`src/rtl/alu_op_sequencer.sv`:
```
// alu_op_sequencer: issue stage in front of a combinational ALU.
// It accepts one operand/opcode request, drives it into the ALU, waits a
// programmable settle time and then captures the ALU result for a
// valid/ready consumer. In sweep mode it walks every opcode for one operand
// pair before returning to idle.
module alu_op_sequencer #(
    parameter int WIDTH  = 4,
    parameter int OPW    = 4,
    parameter int SETTLE = 1
) (
    input  logic             clk,
    input  logic             rst,
    // request side
    input  logic             in_valid,
    output logic             in_ready,
    input  logic [WIDTH-1:0] in_a,
    input  logic [WIDTH-1:0] in_b,
    input  logic [OPW-1:0]   in_opcode,
    input  logic             in_sweep,
    // ALU side
    output logic [WIDTH-1:0] alu_a,
    output logic [WIDTH-1:0] alu_b,
    output logic [OPW-1:0]   alu_opcode,
    input  logic [WIDTH-1:0] alu_x,
    input  logic [WIDTH-1:0] alu_y,
    // result side
    output logic             out_valid,
    input  logic             out_ready,
    output logic [WIDTH-1:0] out_x,
    output logic [WIDTH-1:0] out_y,
    output logic [OPW-1:0]   out_opcode,
    // status
    output logic             busy,
    output logic             done
);

    // A settle time below one cycle still needs one DRIVE cycle.
    localparam int              SETTLE_EFF = (SETTLE < 1) ? 1 : SETTLE;
    localparam int              CNT_W      = $clog2(SETTLE_EFF + 1);
    localparam logic [CNT_W-1:0] CNT_LOAD  = CNT_W'(SETTLE_EFF);
    localparam logic [CNT_W-1:0] CNT_LAST  = CNT_W'(1);
    localparam logic [OPW-1:0]  LAST_OP    = '1;

    typedef enum logic [1:0] {
        IDLE  = 2'd0,
        DRIVE = 2'd1,
        HOLD  = 2'd2
    } state_t;

    state_t           r_state;
    logic [WIDTH-1:0] r_a;
    logic [WIDTH-1:0] r_b;
    logic [OPW-1:0]   r_opcode;
    logic             r_sweep;
    logic [CNT_W-1:0] r_cnt;
    logic [WIDTH-1:0] r_out_x;
    logic [WIDTH-1:0] r_out_y;
    logic [OPW-1:0]   r_out_opcode;
    logic             r_out_valid;
    logic             r_in_ready;
    logic             r_busy;
    logic             r_done;

    // Sequencer FSM: every output is a register updated alongside the state.
    // NOTE: all state here is written with <= so every register samples the
    // pre-edge values of the others; blocking writes would create ordering bugs.
    always_ff @(posedge clk) begin
        if (rst) begin
            r_state      <= IDLE;
            r_a          <= '0;
            r_b          <= '0;
            r_opcode     <= '0;
            r_sweep      <= 1'b0;
            r_cnt        <= '0;
            r_out_x      <= '0;
            r_out_y      <= '0;
            r_out_opcode <= '0;
            r_out_valid  <= 1'b0;
            r_in_ready   <= 1'b1;
            r_busy       <= 1'b0;
            r_done       <= 1'b0;
        end else begin
            // done is a single-cycle pulse unless re-armed below
            r_done <= 1'b0;
            case (r_state)
                IDLE: begin
                    if (in_valid) begin
                        r_a        <= in_a;
                        r_b        <= in_b;
                        r_sweep    <= in_sweep;
                        r_opcode   <= in_sweep ? '0 : in_opcode;
                        r_cnt      <= CNT_LOAD;
                        r_in_ready <= 1'b0;
                        r_busy     <= 1'b1;
                        r_state    <= DRIVE;
                    end
                end
                DRIVE: begin
                    r_cnt <= r_cnt - CNT_LAST;
                    // last settle cycle: ALU outputs are stable, capture them
                    if (r_cnt == CNT_LAST) begin
                        r_out_x      <= alu_x;
                        r_out_y      <= alu_y;
                        r_out_opcode <= r_opcode;
                        r_out_valid  <= 1'b1;
                        r_state      <= HOLD;
                    end
                end
                HOLD: begin
                    if (out_ready) begin
                        r_out_valid <= 1'b0;
                        if (r_sweep && (r_opcode != LAST_OP)) begin
                            r_opcode <= r_opcode + 1'b1;
                            r_cnt    <= CNT_LOAD;
                            r_state  <= DRIVE;
                        end else begin
                            r_in_ready <= 1'b1;
                            r_busy     <= 1'b0;
                            r_done     <= 1'b1;
                            r_state    <= IDLE;
                        end
                    end
                end
                default: begin
                    r_state <= IDLE;
                end
            endcase
        end
    end

    assign in_ready   = r_in_ready;
    assign alu_a      = r_a;
    assign alu_b      = r_b;
    assign alu_opcode = r_opcode;
    assign out_valid  = r_out_valid;
    assign out_x      = r_out_x;
    assign out_y      = r_out_y;
    assign out_opcode = r_out_opcode;
    assign busy       = r_busy;
    assign done       = r_done;

endmodule
```
`config.mk`:
```
export PLATFORM = sky130hd
export DESIGN_NAME = alu_op_sequencer
export DESIGN_NICKNAME = d
export VERILOG_FILES = /design/src/rtl/alu_op_sequencer.sv
export SDC_FILE = /design/constraint.sdc
export NUM_CORES = 1
export LEC_CHECK = 0
export ABC_AREA = 1
export CAP_MARGIN = 20
export CORE_UTILIZATION = 39
export CTS_BUF_LIST = sky130_fd_sc_hd__clkbuf_2 sky130_fd_sc_hd__clkbuf_4 sky130_fd_sc_hd__clkbuf_8
export CTS_CLUSTER_DIAMETER = 40
export DETAILED_ROUTE_END_ITERATION = 16
export PLACE_DENSITY = 0.83
export SLEW_MARGIN = 20
export SYNTH_ARGS = -nofsm -noshare
export SYNTH_HDL_FRONTEND = slang
export SYNTH_SLANG_ARGS = --single-unit
```
`constraint.sdc`:
```
create_clock -name clk -period 1.15 [get_ports clk]
set_input_delay 0.345 -clock clk [delete_from_list [all_inputs] [get_ports clk]]
set_output_delay 0.345 -clock clk [all_outputs]
set_load 0.02 [all_outputs]
```
==> results of run 1 <==
-- routing by layer --
layer	routed length [microns]	global-route usage	vias to the layer above
met5	0	0	-
met4	48	0.0714	0
met3	153	0.0655	7
met2	1830	0.361	43
met1	1570	0.248	637
li1	-	-	718
-- report_power, final --
group | internal, uW | switching (uW)
clock | 224 | 366
combinational | 499 | 480
sequential | 1240 | 89.8
-- flip-flops by register name, indices dropped and copies added, names as in the netlist --
name / cells
in_ready: 1
r_cnt: 1
r_sweep: 1
alu_b: 4
alu_a: 4
out_y: 4
out_x: 4
out_valid: 1
busy: 1
out_opcode: 4
alu_opcode: 4
done: 1
r_state: 2
-- Yosys cell counts --
library cell / count / area share
nor2_1: 46 / 0.13
dfxtp_1: 32 / 0.50
nand2_1: 29 / 0.085
o21ai_0: 22 / 0.086
nand3_1: 12 / 0.047
inv_1: 9 / 0.026
a21oi_1: 7 / 0.027
inv_2: 3 / 0.0088
buf_6: 2 / 0.018
clkbuf_1: 2 / 0.0059
buf_2: 1 / 0.0039
ha_1: 1 / 0.0098
nand2_2: 1 / 0.0049
nand3b_1: 1 / 0.0059
nand4_1: 1 / 0.0049
nor2_4: 1 / 0.0088
nor3_1: 1 / 0.0039
nor3_4: 1 / 0.013
xor2_1: 1 / 0.0068
-- metrics by stage --
stage | TNS [ps] | area (sq um) | hold slack [ps]
floorplan | -3.83 | 1310 | 414
global placement | -10140 | 2030 | 455
detailed placement | -10190 | 2030 | 464
CTS | -356 | 2190 | 483
global route | -3080 | 2310 | 511
finish | -413 | 2310 | 479
-- placed cells by master, fill, tap and decap left out, drive strengths merged --
master	netlist	routed
clkbuf	2	5
o21ai	22	22
clkinv	0	1
nand3	12	12
nor2	47	47
nand4	1	1
nand2	30	30
clkdlybuf4s50	0	24
a21oi	7	7
inv	12	13
nand3b	1	1
xor2	1	1
ha	1	1
buf	3	57
dfxtp	32	32
nor3	2	2
-- area by class of cell --
type | instances | area, sq um | area share
clock inverter | 2 | 11.3 | 0.00486
multi-input combinational | 124 | 666 | 0.288
clock buffer | 5 | 37.5 | 0.0162
timing repair buffer | 81 | 807 | 0.349
tap | 44 | 55.1 | 0.0238
sequential | 32 | 683 | 0.295
inverter | 12 | 55.1 | 0.0238
-- critical path, stage by stage (launching register included) --
cell and delay (ps):
dfxtp_4 370, buf_6 110, ha_4 160, buf_6 110
xor2_1 130, nand2_1 70, nand2_1 60, nor2_1 100
nor2_1 40
-- cell families (layout without fill, tap and decap cells) --
group           Yosys count  count (layout)  synth area share
compound gates           29              29             0.113
xor+xnor                  1               1           0.00684
fa+ha+maj                 1               1           0.00976
buf+inv                  17             100            0.0625
flops                    32              32             0.500
simple gates             93              93             0.308
-- worst max-delay path by stage --
stage,start,end,slack [ps],depth (start not counted)
final,alu_opcode[1],alu_opcode[2],-100,8
after CTS,alu_opcode[1],alu_opcode[2],-60,8
after global placement,out_ready,alu_opcode[2],-300,6
after floorplan,alu_opcode[1],alu_opcode[1],-4,8
after global routing,r_state[0],alu_opcode[1],-130,7
after detailed placement,out_ready,alu_opcode[1],-340,7
-- repair_timing --
action,4_1_cts,5_1_grt
endpoints found under the setup margin,46,59
resized for setup,207,37
setup buffers,2,3
cloned,1,0
pin swaps,9,15
==> summary.md, run 1 <==
| Metric | Value |
|---|---|
| Outcome | finished with violations |
| Failing checks | setup timing |
| Cell area after synthesis | 1280 sq um |
| Layout cells sized above 1 | 0.480 |
| RSZ-0062 raised after global routing | yes |
| Fin util | 0.752 |
| R2R setup slack | -100 ps |
| R2r endpoint | alu_opcode[2] |
| Die Area | 3520 sq um |
| Startpoint type of the worst setup path | flop |
| Final Skew | 7.99 ps |
| Antenna Diode Count | 0 |
| Max_cap viols | 0 |
| Via count | 1405 |
| Initial DRC count | 74 |
| Mean post-synth cell area | 7.41 sq um |
| Req. time, crit path | 1380 ps |
| R2R Path Start | alu_opcode[1] |
| Starting Density | 0.416 |
| Grt total ovfl | 0 |
| Final setup margin | -95.8 ps |
| PD cells | 1250 nW/um^2 |
| Global-route wire length before repair | 5420 microns |
| Initial antenna violation count | 0 |
| Wire per inst | 12.0 microns |
| Critical path class | flop to flop |
| Min-Delay Path Depth | 2 |
| Clock transition at the registers of the reported paths | 90 ps |
| Number of buffers created by CTS | 5 |
| Maximum vdd drop | 0.878 mV |
| Die Y-Extent | 59.3 microns |
| Setup violators final | 16 |
| Seq/Total Area, Yosys | 0.500 |
| Max clock buf depth | 2 |
| Clk sinks | 32 |
| Io pins | 53 |
| Nets | 282 |
| Post-CTS Hold Fix Bufs | 0 |
| Fin. max-slew vios | 0 |
| Post-Route WL | 3600 microns |
| Drt drc | 0 |
| Routed vias/inst | 4.68 |
| IO Port Bufs | 52 |
| H-tree depth | 2 |
| Worst path arrival time | 1470 ps |
| GRT Util Overall | 0.211 |
| Period utilisation layout | 1.08 |
| Max Freq | 0.803 GHz |
| Yosys Warn Count | 0 |
| Fin. Hold Viols | 0 |
| Cell Rows | 20 |
| Routability congestion estimate | 0.818 |
| Worst Hold Endpoint | busy |
| Area grow syn2layout | 80.7% |
| Slew HR | 0.862 |
| Clock Tree Root | clkbuf_4 |
| HPWL Detailed | 2340 microns |
| Crit path max fanout | 3 |
| Syn nets | 199 |
| Min Tclk post-route | 1250 ps |
| Fill count | 244 |
| Worst skew pair latency | 330 ps |
| FF+latch count, synth | 32 |
| Drt first pass iters | 4 |
| Number of global-route vias before repair | 1253 |
| Synth unique cells | 19 |
| Worst Min Path Start | busy |
| Pin count of the biggest net entering global routing | 14 |
| Die width | 59.3 microns |
| Dpl ws | -336 ps |
| Placed Instances | 287 |
| Worst slew pin tran | 206 ps |
| Cells after synthesis | 173 |
| CTS tree | built |
| Setup crit end kind | flop |
| Cell Count, Final, Fillers Out | 300 |
| Post-route ant nets | 0 |
| Core area | 3080 sq um |
| R2r worst-path depth | 8 |
| Hold Crit Class | flop to flop |
| Leak | 0.00105 uW |
| Total power | 2900 uW |
No activity file was read; power rests on OpenSTA's default activity.
==> inputs of run 2 (changes only) <==
--- a/config.mk
+++ b/config.mk
@@ -11,6 +11,7 @@
 export CTS_BUF_LIST = sky130_fd_sc_hd__clkbuf_2 sky130_fd_sc_hd__clkbuf_4 sky130_fd_sc_hd__clkbuf_8
 export CTS_CLUSTER_DIAMETER = 40
 export DETAILED_ROUTE_END_ITERATION = 16
+export HOLD_SLACK_MARGIN = 0.05
 export PLACE_DENSITY = 0.83
 export SLEW_MARGIN = 20
 export SYNTH_ARGS = -nofsm -noshare
==> results of run 2 <==
Same layout as run 1: the final DEF is identical, and so are final timing and power.
